--- src/rtl/tag_ram_lookup_ctrl_pkg.sv ---
// Shared encodings for the tag RAM lookup controller: MSI states, op codes, FSM states.
// Optional statistics counters are enabled with LOOKUP_STATS_EN.
`timescale 1ns/1ps
package tag_ram_lookup_ctrl_pkg;

   localparam logic [1:0] ST_I = 2'b00;
   localparam logic [1:0] ST_S = 2'b01;
   localparam logic [1:0] ST_M = 2'b10;

   localparam logic [1:0] OP_LOOKUP = 2'b00;
   localparam logic [1:0] OP_UPDATE = 2'b01;
   localparam logic [1:0] OP_FILL   = 2'b10;

   typedef enum logic [2:0] {
      FSM_IDLE  = 3'd0,
      FSM_READ  = 3'd1,
      FSM_CMP   = 3'd2,
      FSM_WRITE = 3'd3,
      FSM_RESP  = 3'd4
   } fsm_e;

   // The unused encoding 11 is treated as Invalid everywhere.
   function automatic logic [1:0] norm_state(input logic [1:0] st);
      norm_state = (st == 2'b11) ? ST_I : st;
   endfunction

   function automatic logic [15:0] sat_inc16(input logic [15:0] v);
      sat_inc16 = (v == 16'hFFFF) ? v : v + 16'd1;
   endfunction

endpackage

--- src/rtl/tag_ram_lookup_ctrl_tag_compare.sv ---
// Combinational tag/state compare of a stored tag RAM word against the requested tag.
// Used by tag_ram_lookup_ctrl (LOOKUP_STATS_EN does not affect this block).
`timescale 1ns/1ps
module tag_compare
   import tag_ram_lookup_ctrl_pkg::*;
#(
   parameter int TWIDTH = 9
) (
   input  logic [TWIDTH+1:0] stored_i,
   input  logic [TWIDTH-1:0] tag_i,
   output logic              hit_o,
   output logic [1:0]        state_o,
   output logic [TWIDTH-1:0] tag_o
);

   logic [1:0] st_s;

   assign st_s    = norm_state(stored_i[1:0]);
   assign tag_o   = stored_i[TWIDTH+1:2];
   assign state_o = st_s;
   assign hit_o   = (tag_o == tag_i) && ((st_s == ST_S) || (st_s == ST_M));

endmodule

--- src/rtl/tag_ram_lookup_ctrl.sv ---
// Initiator side of a sync-read tag RAM: lookup/update/fill sequencing with registered outputs.
// Define LOOKUP_STATS_EN to add saturating hit_count/miss_count outputs.
`timescale 1ns/1ps
module tag_ram_lookup_ctrl
   import tag_ram_lookup_ctrl_pkg::*;
#(
   parameter  int AWIDTH = 3,
   parameter  int TWIDTH = 9,
   localparam int DWIDTH = TWIDTH + 2
) (
   input  logic              clock,
   input  logic              reset_n,
   input  logic              req_valid,
   output logic              req_ready,
   input  logic [1:0]        req_op,
   input  logic [AWIDTH-1:0] req_index,
   input  logic [TWIDTH-1:0] req_tag,
   input  logic [1:0]        req_state,
   output logic              rsp_valid,
   input  logic              rsp_ready,
   output logic              rsp_hit,
   output logic [1:0]        rsp_state,
   output logic [TWIDTH-1:0] rsp_tag,
   output logic [AWIDTH-1:0] ram_addr,
   output logic [DWIDTH-1:0] ram_din,
   output logic              ram_we,
`ifdef LOOKUP_STATS_EN
   output logic [15:0]       hit_count,
   output logic [15:0]       miss_count,
`endif
   input  logic [DWIDTH-1:0] ram_dout
);

   fsm_e              fsm_q;
   logic [1:0]        op_q;
   logic [AWIDTH-1:0] index_q;
   logic [TWIDTH-1:0] tag_q;
   logic [1:0]        state_q;
   logic              req_ready_q;
   logic              rsp_valid_q;
   logic              rsp_hit_q;
   logic [1:0]        rsp_state_q;
   logic [TWIDTH-1:0] rsp_tag_q;
   logic [DWIDTH-1:0] ram_din_q;
   logic              ram_we_q;

   logic              cmp_hit_s;
   logic [1:0]        cmp_state_s;
   logic [TWIDTH-1:0] cmp_tag_s;

   tag_compare #(.TWIDTH(TWIDTH)) u_cmp (
      .stored_i (ram_dout),
      .tag_i    (tag_q),
      .hit_o    (cmp_hit_s),
      .state_o  (cmp_state_s),
      .tag_o    (cmp_tag_s)
   );

`ifdef LOOKUP_STATS_EN
   logic [15:0] hit_cnt_q;
   logic [15:0] miss_cnt_q;

   // Only LOOKUP/UPDATE pass through CMP, so FILL is never counted.
   always_ff @(posedge clock or negedge reset_n) begin
      if (!reset_n) begin
         hit_cnt_q  <= 16'd0;
         miss_cnt_q <= 16'd0;
      end else if (fsm_q == FSM_CMP) begin
         if (cmp_hit_s) begin
            hit_cnt_q <= sat_inc16(hit_cnt_q);
         end else begin
            miss_cnt_q <= sat_inc16(miss_cnt_q);
         end
      end else begin
         hit_cnt_q  <= hit_cnt_q;
         miss_cnt_q <= miss_cnt_q;
      end
   end

   assign hit_count  = hit_cnt_q;
   assign miss_count = miss_cnt_q;
`endif

   // Request sequencing FSM; every output is a register updated here.
   always_ff @(posedge clock or negedge reset_n) begin
      if (!reset_n) begin
         fsm_q       <= FSM_IDLE;
         op_q        <= OP_LOOKUP;
         index_q     <= {AWIDTH{1'b0}};
         tag_q       <= {TWIDTH{1'b0}};
         state_q     <= ST_I;
         req_ready_q <= 1'b1;
         rsp_valid_q <= 1'b0;
         rsp_hit_q   <= 1'b0;
         rsp_state_q <= 2'b00;
         rsp_tag_q   <= {TWIDTH{1'b0}};
         ram_din_q   <= {DWIDTH{1'b0}};
         ram_we_q    <= 1'b0;
      end else begin
         case (fsm_q)
            FSM_IDLE: begin
               if (req_valid) begin
                  op_q        <= (req_op == OP_FILL || req_op == OP_UPDATE) ? req_op : OP_LOOKUP;
                  index_q     <= req_index;
                  tag_q       <= req_tag;
                  state_q     <= norm_state(req_state);
                  req_ready_q <= 1'b0;
                  rsp_hit_q   <= 1'b0;
                  rsp_state_q <= 2'b00;
                  rsp_tag_q   <= {TWIDTH{1'b0}};
                  if (req_op == OP_FILL) begin
                     ram_din_q <= {req_tag, norm_state(req_state)};
                     ram_we_q  <= 1'b1;
                     fsm_q     <= FSM_WRITE;
                  end else begin
                     fsm_q     <= FSM_READ;
                  end
               end else begin
                  fsm_q <= FSM_IDLE;
               end
            end
            FSM_READ: begin
               fsm_q <= FSM_CMP;
            end
            FSM_CMP: begin
               rsp_hit_q   <= cmp_hit_s;
               rsp_state_q <= cmp_state_s;
               rsp_tag_q   <= cmp_tag_s;
               if (op_q == OP_UPDATE && cmp_hit_s) begin
                  ram_din_q <= {cmp_tag_s, state_q};
                  ram_we_q  <= 1'b1;
                  fsm_q     <= FSM_WRITE;
               end else begin
                  rsp_valid_q <= 1'b1;
                  fsm_q       <= FSM_RESP;
               end
            end
            FSM_WRITE: begin
               ram_we_q    <= 1'b0;
               rsp_valid_q <= 1'b1;
               fsm_q       <= FSM_RESP;
            end
            FSM_RESP: begin
               if (rsp_ready) begin
                  rsp_valid_q <= 1'b0;
                  req_ready_q <= 1'b1;
                  fsm_q       <= FSM_IDLE;
               end else begin
                  fsm_q <= FSM_RESP;
               end
            end
            default: begin
               ram_we_q    <= 1'b0;
               rsp_valid_q <= 1'b0;
               req_ready_q <= 1'b1;
               fsm_q       <= FSM_IDLE;
            end
         endcase
      end
   end

   assign req_ready = req_ready_q;
   assign rsp_valid = rsp_valid_q;
   assign rsp_hit   = rsp_hit_q;
   assign rsp_state = rsp_state_q;
   assign rsp_tag   = rsp_tag_q;
   assign ram_addr  = index_q;
   assign ram_din   = ram_din_q;
   assign ram_we    = ram_we_q;

endmodule
--- config.mk ---
export PLATFORM = sky130hd
export DESIGN_NAME = tag_ram_lookup_ctrl
export DESIGN_NICKNAME = d
export VERILOG_FILES = /design/src/rtl/tag_ram_lookup_ctrl_pkg.sv /design/src/rtl/tag_ram_lookup_ctrl_tag_compare.sv /design/src/rtl/tag_ram_lookup_ctrl.sv
export SDC_FILE = /design/constraint.sdc
export NUM_CORES = 1
export LEC_CHECK = 0
export CAP_MARGIN = 20
export CORE_MARGIN = 1
export CORE_UTILIZATION = 40
export CTS_BUF_LIST = sky130_fd_sc_hd__clkbuf_16
export DETAILED_ROUTE_END_ITERATION = 6
export GPL_TIMING_DRIVEN = 0
export HOLD_SLACK_MARGIN = 0.1
export PLACE_DENSITY = 0.7
export SYNTH_ARGS = -nofsm -noshare
export SYNTH_HDL_FRONTEND = slang
export SYNTH_SLANG_ARGS = --single-unit
--- constraint.sdc ---
create_clock -name clock -period 4.7 [get_ports clock]
set_input_delay 1.175 -clock clock [delete_from_list [all_inputs] [get_ports clock]]
set_output_delay 1.175 -clock clock [all_outputs]
set_load 0.02 [all_outputs]
* Word-level counts from Yosys, hierarchy flattened
Cells that the tools add are included.
Operators by class: equality and inequality tests 17, bitwise gates (word level) 3, reduce and logical (&&, ||, !) cells 15, mux-type cells 27
Operator list (count):
- 11-bit 2-to-1 mux | 3
- 11-bit case mux with 2 select lines | 1
- 9-bit case mux with 2 select lines | 1
- 3-bit case mux with 5 select lines | 1
- 2-bit 2-to-1 mux | 5
- 2-bit inequality test (second input constant) | 5
- 9-bit == test | 1
- 3-bit 2-to-1 mux | 3
- 9-bit 2-to-1 mux | 1
- 2-bit == test (second input constant) | 4
- 4-bit AND reduction | 2
- 1-bit 2-to-1 mux | 7
- 2-bit by 1-bit == test with 1-bit output (second input constant) | 3
- 3-bit by 2-bit == test with 1-bit output (second input constant) | 2
- 1-bit case mux with 3 select lines | 2
- 3-bit AND reduction | 2
- 1-bit case mux with 4 select lines | 1
- 2-bit case mux with 2 select lines | 1
- 2-bit AND reduction | 2
- 2-bit OR reduction | 2
- 3-bit by 1-bit == test with 1-bit output (second input constant) | 1
- 3-bit == test (second input constant) | 1
- 3-bit logical NOT | 1
- 1-bit inverter | 3
- other kinds (5) | 7
Storage, ports and cells: word-level logic and storage cells 74, input bits 31, register bits 45, output and inout bits 29

* Logic depth before layout (Yosys ltp)
depth in word-level cells 8, mapped depth 7, gate-level depth less buffers 6

* Modules after synthesis
From an unflattened synthesis, not the netlist that was laid out.
Unflattened totals: cells, all modules 194, area, all modules 2148.3 µm²
Modules (own cells, without submodules):
- tag_ram_lookup_ctrl | area each 1944.4 µm², sequential area each 1127.3 µm², times used 1, cells each 169
- tag_compare | area each 203.9 µm², sequential area each 0.0 µm², times used 1, cells each 25

* Least setup slack after synthesis
OpenSTA, ideal clock, no wires.
path kind input port to flip-flop, from input ram_dout[0], to register rsp_valid_q (netlist: rsp_valid), stages 5, library setup time 0.120 ns, arrival 2.422 ns, slack 2.159 ns, required time 4.580 ns, buffers on the path 0, path through inv_1 ha_1 a211o_1 or4_4 a31o_1
On the way: longest elaborated chain between the ends 8, elaborated cells on any way between the ends 9, those cells by class eq/ne: 4; mux: 1; reduce/logical: 4
RTL lines:
- start: declaration | line tag_ram_lookup_ctrl.sv:31 | input logic [DWIDTH-1:0] ram_dout
- 2-bit == test | line tag_ram_lookup_ctrl_pkg.sv:24 | norm_state = (st == 2'b11) ? ST_I : st;
- 2-bit 2-to-1 mux (*) | line tag_ram_lookup_ctrl_pkg.sv:24
- 2-bit by 1-bit == test with 1-bit output / 2-bit == test (equally long branches) | line tag_ram_lookup_ctrl_tag_compare.sv:21 | assign hit_o = (tag_o == tag_i) && ((st_s == ST_S) || (st_s == ST_M));
- 1-bit logical OR (*) | line tag_ram_lookup_ctrl_tag_compare.sv:21
- 1-bit logical AND (*) | line tag_ram_lookup_ctrl_tag_compare.sv:21
- 1-bit logical AND (*) | line tag_ram_lookup_ctrl.sv:129 | if (op_q == OP_UPDATE && cmp_hit_s) begin
- 2-bit inequality test (no line) (*)
- 3-bit AND reduction (no line) (*)
- end signal: assignment | line tag_ram_lookup_ctrl.sv:134 | rsp_valid_q <= 1'b1;
- end signal: assignment | line tag_ram_lookup_ctrl.sv:140 | rsp_valid_q <= 1'b1;
- end signal: assignment | line tag_ram_lookup_ctrl.sv:145 | rsp_valid_q <= 1'b0;
- end: declaration | line tag_ram_lookup_ctrl.sv:40 | logic rsp_valid_q;
Every way passes the cells marked *; elsewhere a longest branch is shown, timed or not. A chain may end at the register's enable or synchronous reset.

* Worst setup path in the final report
from input ram_dout[0], to register ram_din_q[6] (netlist: ram_din[6])
On the way: longest elaborated chain between the ends 8, elaborated cells on any way between the ends 9, those cells by class eq/ne: 4; mux: 1; reduce/logical: 4
RTL lines:
- 2-bit == test | line tag_ram_lookup_ctrl_pkg.sv:24
- 2-bit 2-to-1 mux (*) | line tag_ram_lookup_ctrl_pkg.sv:24
- 2-bit by 1-bit == test with 1-bit output / 2-bit == test (equally long branches) | line tag_ram_lookup_ctrl_tag_compare.sv:21
- 1-bit logical OR (*) | line tag_ram_lookup_ctrl_tag_compare.sv:21
- 1-bit logical AND (*) | line tag_ram_lookup_ctrl_tag_compare.sv:21
- 1-bit logical AND (*) | line tag_ram_lookup_ctrl.sv:129
- 2-bit inequality test (no line) (*)
- 4-bit AND reduction (no line) (*)
- end signal: assignment | line tag_ram_lookup_ctrl.sv:97 | ram_din_q <= {DWIDTH{1'b0}};
- end signal: assignment | line tag_ram_lookup_ctrl.sv:112 | ram_din_q <= {req_tag, norm_state(req_state)};
- end signal: assignment | line tag_ram_lookup_ctrl.sv:130 | ram_din_q <= {cmp_tag_s, state_q};
- end: declaration | line tag_ram_lookup_ctrl.sv:44 | logic [DWIDTH-1:0] ram_din_q;
Marks and branches as above.

==> impl_results.md <==
* Status: completed
* Post-synthesis compound-gate area fraction at roughly a tenth
* Max_cap viols at 0
* Post-Syn Area at between 2000 and 2500 µm²
* Row count at 26
* Capturing point of the worst reg2reg path: ram_din[6]
* Crit start category: input pin
* Share of total power in the clock network at 16.7%
* Leading cell type in the layout, fill and taps excluded: nand2_1
* Wire length of the first global-routing pass at ~7900 µm
* ANT cells at 0
* Crit path capture type: register
* Crit-path max FO at 10
* Total number of vias at about 1,700
* Worst setup margin at ~1.8 ns
* Clock buffer depth at 2
* Crit path max-delay family: buffers and inverters
* Hold Crit Endpoint: op_q[1]
* Final ANT Viol Nets at 0
* Area post-placement at around 2800 µm²
* Static Leakage at roughly 1.4 nW
* Final Skew at about 0.0033 ns
* Ports at 60
* Post-CTS setup buffers at 0
* Part of the power in combinational logic at 48.6%
* Reg2Reg Depth at 7
* All-Layer GR Usage at 19.38%
* Worst-path clk slew at 0.06 ns
* Critical Path, Cell by Cell: clkdlybuf4s50_1 > inv_1 > ha_1 > a211o_1 > nor3_2 > a21oi_1 > buf_6 > mux2_4
* CORE AREA at around 5000 µm²
* Setup violations, final at 0
* Sequential element share of the synthesized area at between 50% and 60%
* Mapped Avg Cell Area at just under 10 µm²
* H-tree depth at 2
* RSZ-0062 raised after global routing: false
* Finished Core Util at between 50% and 60%
* Die Wd at approximately 75 µm
* Psw at 0.7108 mW
* Post-synthesis simple-gate area fraction at between 10% and 20%
* Arrival time at the worst endpoint at just over 3 ns
* Area delta synth->final at 39.22%
* Root Buffer: clkbuf_16
* Post-route cell area at approximately 3000 µm²
* Final period util at around three fifths
* Clock net sink count at 45
* Largest net degree at the start of global routing at 29
* Post-Layout Cell Count at 349
* Post-synth ARST share at 100.0%
* Top_reg_cell synth: dfrtp_1
* Initial drt markers at 67
* Max-slew violations at 0
* Post-DP HPWL at about 3500 µm
* HP Start: op_q[1]
* CP bufs+invs at 3
* Switching share of power at ~37%
* Hold path depth at 1
* Grt ovf at 0
* Combinational family with the most area after synthesis: simple AND/OR/NAND/NOR gates
* Number of synthesized flops with an enable pin at 0
* Critical path class: in -> reg
* CP startpoint: ram_dout[0]
* Peak Freq at roughly 0.35 GHz
* Total CTS buffers at 5
* Flop pwr share at between 30% and 40%
* Post-synthesis register bit count at between 40 and 50
* YS warnings at 0
* Synth Area in Adders at ~1.2%
* Slowest-stage cell, CP: clkdlybuf4s50_1
* Maximum vdd ir drop at about 0.28 mV
* Post_cts resized at 0
* TritonRoute pass-1 iters at 4
* CP peak stage delay at approximately 0.5 ns
* HP Class: reg -> reg
* Port-buffer cells at 59
* Final TNS setup at 0 ns
* DRC at 0
* Final RePlAce weighted congestion at 0.8266
* Final WL at ~4700 µm
* Die area at around 5600 µm²
* Commonest cells after routing, fill and taps aside: 74 x nand2_1, 58 x clkdlybuf4s50_1, 44 x dfrtp_1
* Clock latency on the worst-skew pair at around 0.28 ns
* Vias in the first global route at around 1,600
* R2r startpoint: fsm_q[2]
* Syn Inst Count at between 200 and 250
* Vias per cell at 4.883
* Flop-to-flop setup slack at 2.94 ns
* Post-layout min period at ~2.9 ns
* Initial Util at just over 40%
* Netlist cell types at 36
* Mux cell area share after synthesis at around 7.7%
* Placed cell count at between 300 and 400
* Initial antenna violation count at 0
* Pwr/cell area at ~650 nW/µm²
* CTS Hold Bufs at 0
* TritonCTS clock tree: done
* Share of layout cells above drive strength 1 at a little under an eighth
* Max-slew headroom at between 50% and 60%
* Final Hold Viols at 0
* CP required at 4.86 ns
* XOR/XNOR share of the synthesized area at between 3 and 4%
* Die Y-Extent at ~75 µm
* Fin nets at about 310
* Mapped Nets at 245
* Slew @ Worst Pin at 0.7152 ns
* Setup WS pre-CTS at between 1.5 and 2 ns
* Wirelength per Cell at 13.56 µm
* Int Pwr at roughly 1.2 mW
-- logic make-up after synthesis --
logic type      Yosys count
fa+ha+maj                 2
xor+xnor                  8
mux                      11
buf+inv                  17
flops                    45
simple gates             96
compound gates           33
-- synth_stat cells, types with 3 or more instances --
master,number,area (µm²)
inv_1,7,26.28
clkbuf_1,3,11.26
o21ai_0,10,50.05
xnor2_1,7,61.31
dfrtp_1,44,1101
a22o_1,8,70.07
mux2_4,10,150.1
nor2_1,6,22.52
nand2b_1,4,25.02
nand2_1,74,277.8
a21oi_1,3,15.01
buf_2,6,30.03
-- routing by layer --
metal  track usage, %  routed length (µm)  part of all wire, %  up-vias
met1            27.63                2245                   47      814
met2            28.43                2153                   46       49
li1                 -                   -                    -      835
met4            7.547                  77                  1.6        0
met5                0                   0                    0        -
met3            4.743                 254                  5.4        6
-- how the worst max path moves through the flow --
stage | end | cells after the start
2_1_floorplan | rsp_valid | 5
3_3_place_gp | rsp_tag[6] | 1
3_5_place_dp | ram_din[3] | 8
4_1_cts | ram_din[3] | 8
5_1_grt | ram_din[6] | 8
6_report | ram_din[6] | 8
-- final cells by class --
class | count | area (µm²)
fill | 468 | 2143
inverter | 7 | 26.28
timing repair buffer | 60 | 605.6
multi-input combinational | 150 | 899.6
tap | 70 | 87.58
buffer | 10 | 52.55
clock buffer | 5 | 125.1
clock inverter | 2 | 7.507
sequential | 45 | 1127
-- power groups by stage --
stage               combinational, mW  sequential (mW)  clock [mW]
floorplan                       0.422            0.800           0
global placement                0.916            0.669           0
finish                          0.928            0.663       0.319
global route                     1.01            0.686       0.345
detailed placement              0.935            0.671           0
CTS                             0.938            0.666       0.328
-- flip-flops by register name (all words and copies together), names as in the netlist, 2 cells and up --
| name | count |
|---|---|
| state_q | 2 |
| rsp_tag | 9 |
| ram_din | 11 |
| ram_addr | 3 |
| fsm_q | 3 |
| tag_q | 9 |
| rsp_state | 2 |
| op_q | 2 |
-- worst reg2reg max path, stage by stage (launching register included) --
cell	delay, ns
dfrtp_1	0.35
buf_2	0.16
nor2_4	0.16
nand2_2	0.15
nor3_2	0.21
a21oi_1	0.12
buf_6	0.18
mux2_4	0.31
-- per-stage QoR --
step	hold WS (ns)	power, mW
finish	0.4670	1.911
global route	0.4760	2.043
CTS	0.4700	1.932
detailed placement	0.4572	1.606
global placement	0.4498	1.586
floorplan	0.4409	1.222
No activity file was read; power rests on OpenSTA's default activity.
